## src/rtl/vt_systematic_encoder.sv

```systemverilog
// Serial systematic Varshamov-Tenengolts encoder: scatters K data bits into an
// n-bit word, then sets the power-of-two parity positions so that sum(i*x_i) mod (n+1) == a.
module vt_systematic_encoder #(
   parameter int DATA_WIDTH = 32,
   parameter int n          = 10,
   parameter int a          = 0,
   localparam int M         = $clog2(n + 1),
   localparam int K         = n - M
) (
   input  logic                  clk,
   input  logic                  rst_n,
   input  logic                  start,
   input  logic [K-1:0]          data_in,
   output logic [DATA_WIDTH-1:0] codeword,
   output int                    N,
   output logic                  busy,
   output logic                  done
);

   localparam int ACC_W = $clog2(2 * n + 1);
   localparam logic [ACC_W-1:0] MOD  = ACC_W'(n + 1);
   localparam logic [ACC_W:0]   A_W  = (ACC_W + 1)'(a);
   localparam logic [ACC_W:0]   MOD_W = (ACC_W + 1)'(n + 1);
   localparam logic [M-1:0]     LAST = M'(n);

   generate
      if (a < 0 || a > n) begin : g_bad_a
         $error("vt_systematic_encoder: a must lie in 0..n");
      end
      if (n > DATA_WIDTH) begin : g_bad_n
         $error("vt_systematic_encoder: n must not exceed DATA_WIDTH");
      end
   endgenerate

   typedef enum logic [1:0] {IDLE, ACCUM, FIX, DONE} state_t;

   state_t           state, state_nxt;
   logic [n-1:0]     work;
   logic [n-1:0]     fixed;
   logic [ACC_W-1:0] acc;
   logic [ACC_W-1:0] acc_sum;
   logic [ACC_W-1:0] acc_next;
   logic [M-1:0]     pos;
   logic [M-1:0]     parity;
   logic             accept;
   logic             bit_cur;

   // Data bit j lands on the j-th lowest position that is not a power of two.
   function automatic logic [n-1:0] scatter(input logic [K-1:0] d);
      logic [n-1:0] w;
      int           j;
      w = '0;
      j = 0;
      for (int p = 1; p <= n; p++) begin
         if ((p & (p - 1)) != 0) begin
            w[p-1] = d[j];
            j++;
         end
      end
      return w;
   endfunction

   // (a - s) mod (n+1), computed one bit wider so a + n + 1 cannot wrap.
   function automatic logic [M-1:0] parity_value(input logic [ACC_W-1:0] s);
      logic [ACC_W:0] t;
      t = A_W + MOD_W - {1'b0, s};
      if (t >= MOD_W) t = t - MOD_W;
      return t[M-1:0];
   endfunction

   function automatic logic [n-1:0] place_parity(input logic [n-1:0] w,
                                                 input logic [M-1:0] d);
      logic [n-1:0] r;
      r = w;
      for (int b = 0; b < M; b++) r[(1 << b) - 1] = d[b];
      return r;
   endfunction

   assign accept   = start && (state == IDLE || state == DONE);
   assign bit_cur  = work[pos - 1'b1];
   assign acc_sum  = acc + ACC_W'(pos);
   assign acc_next = (acc_sum >= MOD) ? acc_sum - MOD : acc_sum;
   assign parity   = parity_value(acc);
   assign fixed    = place_parity(work, parity);

   assign busy = (state == ACCUM) || (state == FIX);
   assign done = (state == DONE);
   assign N    = n;

   always_ff @(posedge clk) begin
      if (!rst_n) state <= IDLE;
      else        state <= state_nxt;
   end

   always_comb begin
      state_nxt = state;
      case (state)
         IDLE:    if (start) state_nxt = ACCUM;
         ACCUM:   if (pos == LAST) state_nxt = FIX;
         FIX:     state_nxt = DONE;
         DONE:    state_nxt = start ? ACCUM : IDLE;
         default: state_nxt = IDLE;
      endcase
   end

   always_ff @(posedge clk) begin
      if (!rst_n) begin
         codeword <= '0;
         acc      <= '0;
         pos      <= '0;
      end else if (accept) begin
         acc <= '0;
         pos <= M'(1);
      end else if (state == ACCUM) begin
         if (bit_cur) acc <= acc_next;
         pos <= pos + 1'b1;
      end else if (state == FIX) begin
         codeword <= DATA_WIDTH'(fixed);
      end
   end

   // Working register carries no reset: it is always reloaded on acceptance.
   always_ff @(posedge clk) begin
      if (accept)             work <= scatter(data_in);
      else if (state == FIX)  work <= fixed;
   end

endmodule

```

## config.mk

```make
export PLATFORM = sky130hd
export DESIGN_NAME = vt_systematic_encoder
export DESIGN_NICKNAME = d
export VERILOG_FILES = /design/src/rtl/vt_systematic_encoder.sv
export SDC_FILE = /design/constraint.sdc
export NUM_CORES = 1
export LEC_CHECK = 0
export ABC_AREA = 1
export CAP_MARGIN = 20
export CORE_MARGIN = 2
export CORE_UTILIZATION = 47
export CTS_CLUSTER_SIZE = 24
export DETAILED_ROUTE_END_ITERATION = 12
export GPL_ROUTABILITY_DRIVEN = 0
export PLACE_DENSITY = 0.82
export SLEW_MARGIN = 40
export SYNTH_ARGS = -nofsm -noshare
export SYNTH_HDL_FRONTEND = slang
export SYNTH_SLANG_ARGS = --single-unit
```

## constraint.sdc

```tcl
create_clock -name clk -period 2.5 [get_ports clk]
set_clock_uncertainty 0.05 [all_clocks]
set_input_delay 0.25 -clock clk [delete_from_list [all_inputs] [get_ports clk]]
set_output_delay 0.25 -clock clk [all_outputs]
set_load 0.02 [all_outputs]
```

**Word level (Yosys, flattened, before mapping)**

Index checks and enable logic that the tools add are counted.

- Bitwise gates (word level): 3
- Mux-type cells: 32
- Add/sub/neg operators: 10
- Magnitude comparators: 8
- Reductions and logical operators: 9
- Equality and inequality tests: 6

Operators with widths:

| kind | number |
|---|---|
| 32-bit by 5-bit < comparator with 1-bit output, second input constant | 5 |
| 32-bit 2-to-1 mux | 5 |
| 32-bit by 2-bit adder with 32-bit output, second input constant | 4 |
| 1-bit binary-select mux with 3-bit select | 5 |
| 1-bit 2-to-1 mux | 14 |
| 10-bit 2-to-1 mux | 1 |
| 8-bit 2-to-1 mux | 1 |
| 2-bit one-hot mux with 4 select lines | 1 |
| 6-bit by 4-bit >= comparator with 1-bit output, second input constant | 1 |
| 4-bit by 5-bit subtractor with 6-bit output, first input constant | 1 |
| 5-bit by 4-bit adder with 5-bit output | 1 |
| 5-bit by 4-bit >= comparator with 1-bit output, second input constant | 1 |
| 4-bit by 5-bit < comparator with 1-bit output, second input constant | 1 |
| 5-bit 2-to-1 mux | 1 |
| 5-bit by 4-bit subtractor with 5-bit output, second input constant | 1 |
| 4-bit by 1-bit adder with 4-bit output, second input constant | 1 |
| 1-bit binary-select mux with 4-bit select | 1 |
| 2-bit == test, second input constant | 2 |
| 4-bit == test, second input constant | 1 |
| 2-bit 2-to-1 mux | 2 |
| 4-bit 2-to-1 mux | 1 |
| 2-bit AND reduction | 2 |
| 4-bit by 1-bit subtractor with 4-bit output, second input constant | 1 |
| 4-bit subtractor, second input constant | 1 |
| 10 further kinds | 13 |

- Bits in registers: 31
- Output and inout port bits: 66

**Longest topological paths before layout**

Gate-level depths: netlist (run 1).

- Depth in word-level cells: 16
- Depth in mapped cells: 13

**Least setup slack after synthesis (run 1)**

Ideal clock, no wire load.

- Path type: reg2reg
- From: reg pos[0]
- To: reg acc[2]
- Period minus slack after synthesis: 1.987 ns
- Arrival time: 1.826 ns
- Path slack: 0.513 ns
- Data required time: 2.338 ns
- Cell stages (with the launch flop): 14
- Cells stage by stage: dfxtp_1 -> ha_1 -> inv_1 -> fa_1 -> inv_1 -> ha_1 -> inv_1 -> nand3_1 -> nand3_2 -> nand2_1 -> nand2_1 -> nand2_1 -> nor2_1 -> nor2_1

- Word-level cells in the longest chain between the ends: 4

RTL lines:

| item | RTL line | text |
|---|---|---|
| start, declared | 43 | `logic [M-1:0] pos;` |
| start signal, assigned | 116 | `pos <= pos + 1'b1;` |
| 4-bit by 1-bit subtractor with 4-bit output | 80 | `assign bit_cur = work[pos - 1'b1];` |
| 1-bit binary-select mux with 4-bit select | 80 |  |
| 1-bit 2-to-1 mux (implied by the code) | 80 |  |
| 2-bit AND reduction (no line) | -- |  |
| end signal, assigned | 115 | `if (bit_cur) acc <= acc_next;` |
| end, declared | 40 | `logic [ACC_W-1:0] acc;` |

Several ways; a longest one is shown, not always the timed one. The select of a mux whose other input is x is not followed.
A chain may end at the register's enable or synchronous reset.

**Final worst setup path (run 1)**

- From: reg acc[0]
- To: reg acc[2]

- Word-level cells in the longest chain between the ends: 3

RTL lines:

| item | RTL line | text |
|---|---|---|
| 5-bit by 4-bit adder with 5-bit output * | 81 | `assign acc_sum = acc + ACC_W'(pos);` |
| 5-bit by 4-bit subtractor with 5-bit output / 5-bit by 4-bit >= comparator with 1-bit output (equally long branches) | 82 | `assign acc_next = (acc_sum >= MOD) ? acc_sum - MOD : acc_sum;` |
| 5-bit 2-to-1 mux * | 82 |  |

Mark *: on every way between the ends. The rest lies on a longest branch, timed or not.

==> impl_metrics.env, run 1 <==
export IMPL_area_delta_synth_final_pct=5.58
export IMPL_cts_buffer_count=5
export IMPL_initial_utilization_pct=49.6
export IMPL_swShare_pct=45.7
export IMPL_drt_first_iter_violations=93
export IMPL_portBuffers=20
export IMPL_p_sw_mw=1.13
export IMPL_pwr_share_comb_pct=53.5
export IMPL_die_height_um=75.1
export IMPL_rsz0062_at_grt="no"
export IMPL_holdCritPathClass="flop to flop"
export IMPL_seq_power_share_pct=30.7
export IMPL_peakVddDrop_uv=880
export IMPL_power_per_cell_area_mw_per_mm2=982
export IMPL_layout_nets=369
export IMPL_drt_first_pass_iters=4
export IMPL_syn_area_mm2=0.00238
export IMPL_yosysUniqueCellTypes=33
export IMPL_total_global_routing_overflow=0
export IMPL_run_status="complete, no violations"
export IMPL_drive_gt1_share_pct=9.59
export IMPL_setup_worst_path_end_class="flop"
export IMPL_top_level_ports=75
export IMPL_clkPwrFrac_pct=15.8
export IMPL_grt_pass1_vias=1705
export IMPL_design_core_area_mm2=0.00479
export IMPL_vias=1895
export IMPL_timing_hold_ws_ns=0.450
export IMPL_yosys_warnings=0
export IMPL_finalHoldViolCount=0
export IMPL_slew_viol_final=0
export IMPL_drt_total_wl_um=4200
export IMPL_htree_levels=2
export IMPL_setup_violations=0
export IMPL_row_count=25
export IMPL_synth_yosys_seq_area_share_pct=28.6
export IMPL_clock_pin_slew_of_the_registers_on_the_worst_case_setup_and_hold_paths_ns=0.07
export IMPL_max_cap_violations=0
export IMPL_insertedDiodeCount=0
export IMPL_grt_use_total_pct=16.8
export IMPL_drc=0
export IMPL_timing_final_crit_share_pct=85.8
export IMPL_hold_buffers=0
export IMPL_clock_insertion_delay_worst_skew_ns=0.29
export IMPL_cts_setup_buffers=0
export IMPL_timing_critical_path_required_ns=2.64
export IMPL_grt_start_max_net_pins=14
export IMPL_slew_headroom_pct=63.5
export IMPL_cellInternalPower_mw=1.34
export IMPL_cts_num_sinks=31
export IMPL_critical_path_arrival_ns=2.29
export IMPL_drt_antenna_violating_nets=0
export IMPL_die_area_mm2=0.00564
export IMPL_antenna_found_initial=0
export IMPL_power_static_leakage_nw=1.27
export IMPL_critical_path_peak_fanout=5
export IMPL_path_cells="ha_1 > inv_1 > fa_1 > inv_1 > ha_1 > inv_1 > nand3_1 > nand3_2 > nand2_1 > nand2_1 > nand2_1 > nor2_1 > nor2_1"
export IMPL_cts_tree="done"
export IMPL_worst_slew_pin_slew_ns=0.546
export IMPL_syn_instance_count=320
export IMPL_min_period_ns=2.14
export IMPL_synth_avg_cell_area_um2=7.43
export IMPL_post_layout_total_power_mw=2.46
export IMPL_crit_type="flop to flop"
export IMPL_slowest_delay_ns=0.48
export IMPL_die_w_um=75.1
export IMPL_number_of_synthesized_register_bits=31
export IMPL_critical_path_startpoint_type="flop"
export IMPL_post_detailed_route_wirelength_per_cell_um=10.2
export IMPL_cts_path_max_buffers=2
export IMPL_ctsResizeCount=0
export IMPL_via_per_inst=4.61
export IMPL_setup_total_negative_slack_ns=0
export IMPL_post_dp_hpwl_um=3280
export IMPL_first_pass_grt_wire_length_um=7310
export IMPL_clock_root_buffer="clkbuf_8"
export IMPL_cpMaxStageDelayCell="fa_1"
export IMPL_timing_fmax_ghz=0.466
sequential cells by signal, indices dropped and copies added (netlist names):
name / flops
work: 10
pos: 4
acc: 5
state: 2
codeword: 10
cell type report:
class / count / area [µm²]
clock buffer: 6 / 72.6
clock inverter: 2 / 12.5
fill: 455 / 2280
inverter: 44 / 173
multi-input combinational: 240 / 1280
sequential: 31 / 681
tap: 67 / 83.8
timing repair buffer: 21 / 208
metrics by stage:
stage	area [µm²]	util, %	cells	setup slack, ns
after CTS	2510	52.4	411	0.364
after floorplan	2570	-	372	0.513
after global placement	2420	50.6	403	0.480
after detailed placement	2420	50.6	403	0.366
after global routing	2510	52.4	411	0.148
final	2510	52.4	411	0.355
path summary, 6_finish.rpt:
check,from,end,slack [ns],cells after the start
min,codeword[6]$_SDFFE_PN0P_,codeword[6]$_SDFFE_PN0P_,0.45,2
max,acc[0]$_SDFFE_PP0P_,acc[2]$_SDFFE_PP0P_,0.36,13
max reg2reg,acc[0]$_SDFFE_PP0P_,acc[2]$_SDFFE_PP0P_,0.36,13
min reg2reg,codeword[6]$_SDFFE_PN0P_,codeword[6]$_SDFFE_PN0P_,0.45,2
worst max-delay path: cells and delay by family (launching register included):
kind / cells / cell delay (ns)
fa+ha+maj: 3 / 0.87
buf+inv: 3 / 0.22
flops: 1 / 0.35
simple gates: 7 / 0.56
layout by cell type, fill, tap and decap left out, drive strengths merged:
cell type      instances
nor2                  43
ha                    16
buf                    1
nand3b                 1
o21ai                 24
clkdlybuf4s50         20
xor2                   2
a21oi                 14
nand2                 51
fa                     1
clkbuf                 6
inv                   44
a21boi                 1
nand4                  1
nor3                   2
o211ai                 1
conb                  54
xnor2                  2
clkinvlp               1
clkinv                 1
o21bai                 1
edfxtp                 6
nand3                 26
dfxtp                 25
cells by family (layout without fill, tap and decap cells):
logic type	after synthesis	count (layout)	synth area share, %
compound gates	41	41	9.79
xor+xnor	4	4	1.79
fa+ha+maj	17	17	9.27
buf+inv	101	73	25.8
flops	31	31	28.6
other cells	2	54	0.316
simple gates	124	124	24.4
synthesized netlist by cell type:
| library cell | count | area, µm² |
|---|---|---|
| nand4_1 | 1 | 6.26 |
| a21oi_1 | 13 | 65.1 |
| nand3_1 | 22 | 110 |
| conb_1 | 2 | 7.51 |
| o21bai_1 | 1 | 7.51 |
| nor3_4 | 1 | 16.3 |
| ha_1 | 16 | 200 |
| xnor2_2 | 1 | 16.3 |
| nand3_2 | 4 | 40.0 |
| o21ai_0 | 8 | 40.0 |
| nor2_4 | 2 | 22.5 |
| xnor2_1 | 1 | 8.76 |
| dfxtp_1 | 25 | 500 |
| nand2_4 | 1 | 11.3 |
| xor2_1 | 2 | 17.5 |
| a21boi_0 | 1 | 7.51 |
| nor3_1 | 1 | 5.00 |
| fa_1 | 1 | 20.0 |
| nand3b_4 | 1 | 20.0 |
| buf_8 | 1 | 15.0 |
| edfxtp_1 | 6 | 180 |
| o21ai_1 | 15 | 75.1 |
| buf_6 | 1 | 11.3 |
| nor2_1 | 41 | 154 |
| inv_8 | 1 | 11.3 |
| o211ai_2 | 1 | 12.5 |
| nand2_2 | 3 | 18.8 |
| nand2_1 | 47 | 176 |
| o21ai_2 | 1 | 8.76 |
| buf_4 | 55 | 413 |
| inv_1 | 35 | 131 |
| a21oi_4 | 1 | 16.3 |
| inv_2 | 8 | 30.0 |
metal layers:
layer	global-route usage (%)	share of wire, %	vias to the layer above	routed length [µm]
met1	21.4	43	845	1810
li1	-	-	948	-
met5	0	0	-	0
met4	8.53	3.2	0	134
met2	26.7	45	86	1900
met3	3.88	8.5	16	358
power by group through the flow:
stage | clock network, mW | registers [mW] | logic [mW]
global route | 0.419 | 0.777 | 1.47
floorplan | 0 | 0.811 | 1.03
finish | 0.388 | 0.757 | 1.32
detailed placement | 0 | 0.768 | 1.31
CTS | 0.396 | 0.757 | 1.32
global placement | 0 | 0.762 | 1.28
Power figures use the tool's default switching activity.
==> inputs of run 2 (changes only) <==
==> constraint.sdc (replaced) <==
create_clock -name clk -period 2.39 [get_ports clk]
set_clock_uncertainty 0.05 [all_clocks]
set_input_delay 0.5975 -clock clk [delete_from_list [all_inputs] [get_ports clk]]
set_output_delay 0.5975 -clock clk [all_outputs]
set_load 0.02 [all_outputs]
==> run 2 against run 1 <==
Clock power is 35% higher. Clock-buffer cell count is 1 lower. Critical path depth is 10 lower. Die area stayed put. Flip-flop and latch count stayed put. Worst setup slack worse by 0.18 ns. Via count is 2.3% lower. Sequential power is 6.1% higher. Highest routed layer unchanged.
==> impl_metrics.env, run 2 (synthesis results as in run 1) <==
export IMPL_run_status="complete, no violations"
export IMPL_initial_utilization_pct=49.6
export IMPL_final_core_util_pct=53.0
export IMPL_cpMaxStageDelayCell="dfxtp_1"
export IMPL_path_cells="inv_1 > ha_1 > dlygate4sd2_1"
export IMPL_drt_total_wl_um=4490
export IMPL_drc=0
export IMPL_clock_root_buffer="clkbuf_8"
export IMPL_clock_pin_slew_of_the_registers_on_the_worst_case_setup_and_hold_paths_ns=0.08
export IMPL_fillCellCount=474
export IMPL_final_common_cell="conb_1"
export IMPL_timing_critical_path_required_ns=1.74
export IMPL_setup_worst_path_end_class="output port"
export IMPL_grt_use_total_pct=17.8
export IMPL_row_count=25
export IMPL_area_delta_synth_final_pct=6.69
export IMPL_max_cap_violations=0
export IMPL_worst_r2r_cell_count=12
export IMPL_drt_first_iter_violations=97
export IMPL_cts_num_sinks=31
export IMPL_critical_path_arrival_ns=1.56
export IMPL_setup_violations=0
export IMPL_cts_buffer_count=5
export IMPL_critical_path_peak_fanout=6
export IMPL_slew_viol_final=0
export IMPL_grt_start_max_net_pins=14
export IMPL_setup_total_negative_slack_ns=0
export IMPL_timing_final_crit_share_pct=92.5
export IMPL_via_per_inst=4.50
export IMPL_commonest_cells_after_routing_fill_and_taps_aside="54 x conb_1, 47 x nand2_1, 41 x nor2_1"
export IMPL_worst_slew_pin_slew_ns=0.555
export IMPL_die_height_um=75.1
export IMPL_slew_headroom_pct=62.9
export IMPL_design_core_area_mm2=0.00479
export IMPL_die_area_mm2=0.00564
export IMPL_total_global_routing_overflow=0
export IMPL_drt_antenna_violating_nets=0
export IMPL_cts_setup_buffers=0
export IMPL_clock_insertion_delay_worst_skew_ns=0.29
export IMPL_drt_first_pass_iters=4
export IMPL_portBuffers=20
export IMPL_peakVddDrop_uv=633
export IMPL_hold_buffers=0
export IMPL_htree_levels=2
export IMPL_layout_nets=369
export IMPL_top_level_ports=75
export IMPL_post_detailed_route_wirelength_per_cell_um=10.9
export IMPL_min_delay_path_depth=2
export IMPL_finalHoldViolCount=0
export IMPL_drive_gt1_share_pct=9.88
export IMPL_timing_fmax_ghz=0.452
export IMPL_die_w_um=75.1
export IMPL_critical_path_startpoint_type="flop"
export IMPL_first_pass_grt_wire_length_um=7580
export IMPL_ctsResizeCount=1
export IMPL_power_per_cell_area_mw_per_mm2=1070
export IMPL_reg_top3="codeword (10), work (10), acc (5)"
export IMPL_slowest_delay_ns=0.42
export IMPL_vias=1851
export IMPL_antenna_found_initial=0
export IMPL_insertedDiodeCount=0
export IMPL_power_static_leakage_nw=1.29
export IMPL_cts_tree="done"
export IMPL_min_period_ns=2.21
export IMPL_grt_pass1_vias=1708
export IMPL_holdCritPathClass="flop to flop"
export IMPL_post_dp_hpwl_um=3520
export IMPL_crit_type="flop to output port"
export IMPL_rsz0062_at_grt="no"
export IMPL_cts_path_max_buffers=2
## run 2: cell count changes in the layout (fill, tap and decap cells not counted)
cell,before,now
clkdlybuf4s50_1,20,19
clkbuf_1,1,0
bufinv_16,0,1
clkinvlp_4,1,0
dlygate4sd2_1,0,1
clkinv_4,0,1
## run 2: critical path: cells and delay by family (launching register included)
kind / cells / cell delay, ns
adders and majority gates: 1 / 0.37
DFF: 1 / 0.42
buffers and inverters: 2 / 0.48
## run 2: cell type report
cell class              count  area, µm²  share of cell area [%]
clock inverters             3       43.8                    1.73
repair buffers             21        206                    8.14
inverters                  44        173                    6.81
multi-input cells         240       1280                    50.4
well taps                  67       83.8                    3.31
clock buffers               5       68.8                    2.71
flip-flops and latches     31        681                    26.9
## run 2: stage by stage
| stage | setup WS, ns | cell area, µm² | cells | hold WS, ns | total power [mW] |
|---|---|---|---|---|---|
| 3_5_place_dp | 0.144 | 2420 | 403 | 0.438 | 2.20 |
| 2_1_floorplan | 0.403 | 2570 | 372 | 0.424 | 1.93 |
| 4_1_cts | 0.174 | 2530 | 411 | 0.457 | 2.71 |
| 6_report | 0.180 | 2530 | 411 | 0.460 | 2.70 |
| 3_3_place_gp | 0.163 | 2420 | 403 | 0.436 | 2.16 |
| 5_1_grt | 0.0592 | 2530 | 411 | 0.490 | 2.91 |
## run 2: worst paths after layout
kind	start	to	slack [ns]
min reg2reg	codeword[5]$_SDFFE_PN0P_	codeword[5]$_SDFFE_PN0P_	0.46
max reg2reg	pos[1]$_SDFFE_PP0P_	acc[2]$_SDFFE_PP0P_	0.23
min	codeword[5]$_SDFFE_PN0P_	codeword[5]$_SDFFE_PN0P_	0.46
max	state[0]$_SDFFE_PN0P_	busy	0.18
## run 2: report_power, final
group | leakage [nW] | switching (mW) | internal (mW)
Combinational | 0.971 | 0.893 | 0.486
Sequential | 0.263 | 0.102 | 0.701
Clock | 0.0581 | 0.213 | 0.310
## run 2: routing by layer
| metal | routed length [µm] | vias up | global-route usage (%) |
|---|---|---|---|
| met1 | 1980 | 835 | 21.4 |
| met2 | 2170 | 60 | 31.0 |
| met4 | 87 | 0 | 5.95 |
| met3 | 249 | 9 | 4.28 |
| met5 | 0 | - | 0 |
| li1 | - | 947 | - |
==> inputs of run 3 (changes only) <==
--- a/config.mk
+++ b/config.mk
@@ -13,6 +13,7 @@
 export DETAILED_ROUTE_END_ITERATION = 12
 export GPL_ROUTABILITY_DRIVEN = 0
 export PLACE_DENSITY = 0.82
+export SETUP_SLACK_MARGIN = 0.15
 export SLEW_MARGIN = 40
 export SYNTH_ARGS = -nofsm -noshare
 export SYNTH_HDL_FRONTEND = slang
==> constraint.sdc (replaced) <==
create_clock -name clk -period 2.3 [get_ports clk]
set_clock_uncertainty 0.05 [all_clocks]
set_input_delay 0.575 -clock clk [delete_from_list [all_inputs] [get_ports clk]]
set_output_delay 0.575 -clock clk [all_outputs]
set_load 0.02 [all_outputs]
==> run 3 against run 2 <==
Register-to-register slack improved by 0.03 ns. Clock power is 3% higher. Clock-buffer cell count did not move. Flip-flop and latch count unchanged. Global-route usage down 0.16 points. Combinational power up 8%. Core utilization grew 1.3 points. Sequential power up 3.5%. Die area stayed put. Worst setup slack better by 0.084 ns. Hold slack got worse by 0.0075 ns. Critical endpoint is now acc[2]$_SDFFE_PP0P_. Largest power group unchanged.
==> impl_metrics.env, run 3 (synthesis results as in run 1) <==
export IMPL_critical_path_peak_fanout=5
export IMPL_post_detailed_route_wirelength_per_cell_um=11.2
export IMPL_drt_first_pass_iters=4
export IMPL_die_height_um=75.1
export IMPL_cts_num_sinks=31
export IMPL_max_cap_violations=0
export IMPL_htree_levels=2
export IMPL_timing_fmax_ghz=0.491
export IMPL_design_core_area_mm2=0.00479
export IMPL_crit_type="flop to flop"
export IMPL_layout_nets=373
export IMPL_grt_use_total_pct=17.6
export IMPL_rsz0062_at_grt="yes"
export IMPL_cts_tree="done"
export IMPL_cts_path_max_buffers=2
export IMPL_hold_path_startpoint="codeword[5]$_SDFFE_PN0P_"
export IMPL_critical_path_startpoint_type="flop"
export IMPL_min_period_ns=2.04
export IMPL_reg_top3="codeword (10), work (10), acc (5)"
export IMPL_worst_hold_path_endpoint="codeword[5]$_SDFFE_PN0P_"
export IMPL_area_delta_synth_final_pct=9.32
export IMPL_drt_first_iter_violations=122
export IMPL_slew_viol_final=0
export IMPL_holdCritPathClass="flop to flop"
export IMPL_row_count=25
export IMPL_peakVddDrop_uv=683
export IMPL_worst_r2r_cell_count=13
export IMPL_portBuffers=20
export IMPL_commonest_cells_after_routing_fill_and_taps_aside="54 x conb_1, 47 x nand2_1, 41 x nor2_1"
export IMPL_finalHoldViolCount=0
export IMPL_total_global_routing_overflow=0
export IMPL_grt_pass1_vias=1698
export IMPL_first_pass_grt_wire_length_um=7470
export IMPL_die_area_mm2=0.00564
export IMPL_drt_antenna_violating_nets=0
export IMPL_clock_pin_slew_of_the_registers_on_the_worst_case_setup_and_hold_paths_ns=0.07
export IMPL_critical_path_arrival_ns=2.17
export IMPL_power_per_cell_area_mw_per_mm2=1100
export IMPL_setup_total_negative_slack_ns=0
export IMPL_via_per_inst=4.66
export IMPL_r2r_end="acc[2]$_SDFFE_PP0P_"
export IMPL_min_delay_path_depth=2
export IMPL_fillCellCount=468
export IMPL_clock_insertion_delay_worst_skew_ns=0.29
export IMPL_initial_utilization_pct=49.6
export IMPL_clock_root_buffer="clkbuf_8"
export IMPL_antenna_found_initial=0
export IMPL_top_level_ports=75
export IMPL_vias=1934
export IMPL_insertedDiodeCount=0
export IMPL_worst_setup_slack_final_ns=0.264
export IMPL_cts_buffer_count=5
export IMPL_hold_buffers=0
export IMPL_worst_r2r_setup_slack_ns=0.26
export IMPL_final_common_cell="conb_1"
export IMPL_timing_final_crit_share_pct=88.5
export IMPL_drt_total_wl_um=4660
export IMPL_setup_worst_path_end_class="flop"
export IMPL_timing_critical_path_required_ns=2.44
export IMPL_drc=0
export IMPL_grt_start_max_net_pins=14
export IMPL_post_place_ws_ns=0.0518
export IMPL_power_static_leakage_nw=1.34
export IMPL_die_w_um=75.1
export IMPL_setup_violations=0
export IMPL_post_dp_hpwl_um=3530
export IMPL_run_status="complete, no violations"
export IMPL_drive_gt1_share_pct=13.2
export IMPL_regToRegStartpoint="acc[0]$_SDFFE_PP0P_"
export IMPL_post_layout_total_power_mw=2.87
==> run 3: how the worst max path moves through the flow <==
stage | startpoint | endpoint | slack, ns
floorplan | pos[0]$_SDFFE_PN0P_ | acc[2]$_SDFFE_PP0P_ | 0.31
global placement | start | codeword[3]$_SDFFE_PN0P_ | 0.09
detailed placement | start | codeword[0]$_SDFFE_PN0P_ | 0.05
CTS | state[0]$_SDFFE_PN0P_ | busy | 0.15
global route | acc[0]$_SDFFE_PP0P_ | acc[2]$_SDFFE_PP0P_ | 0.14
finish | acc[0]$_SDFFE_PP0P_ | acc[2]$_SDFFE_PP0P_ | 0.26
==> run 3: what timing repair did <==
action,4_1_cts,5_1_grt
setup endpoints to repair,2,15
buffers inserted,0,2
pin swaps,0,3
gates resized for setup,3,9
==> run 3: area by class of cell <==
cell class / count / area, µm² / share of cell area, %
clock buffers: 5 / 68.8 / 2.65
clock inverters: 3 / 43.8 / 1.69
inverters: 44 / 173 / 6.65
multi-input cells: 240 / 1300 / 49.9
flip-flops and latches: 31 / 684 / 26.3
well taps: 67 / 83.8 / 3.23
repair buffers: 25 / 248 / 9.54
==> run 3: critical path, cell delays in order, from the launching register on <==
cell and delay [ns]:
dfxtp_2 0.35, ha_2 0.19, inv_1 0.05, fa_1 0.47
inv_1 0.06, ha_2 0.19, inv_2 0.07, nand3_2 0.11
nand3_4 0.10, nand2_1 0.07, nand2_1 0.06, nand2_1 0.05
nor2_1 0.08, nor2_1 0.04
==> run 3: per-layer routing <==
metal / GRT usage (%) / wire [µm]
met1: 20.8 / 1930
met2: 29.5 / 2320
met3: 4.55 / 292
met4: 8.93 / 104
met5: 0 / 0
==> run 3: report_power, final <==
part	leakage, nW	switching, mW	internal [mW]
registers	0.264	0.100	0.731
logic	1.01	0.955	0.537
clock network	0.0581	0.219	0.322
total	1.34	1.27	1.59
==> run 3: per-stage QoR <==
stage               area (µm²)  util, %  hold WS, ns  std cells
global route              2600     54.3        0.468        415
detailed placement        2440     51.0        0.442        405
CTS                       2550     53.3        0.459        413
global placement          2440     51.0        0.435        405
finish                    2600     54.3        0.453        415
floorplan                 2570        -        0.424        372
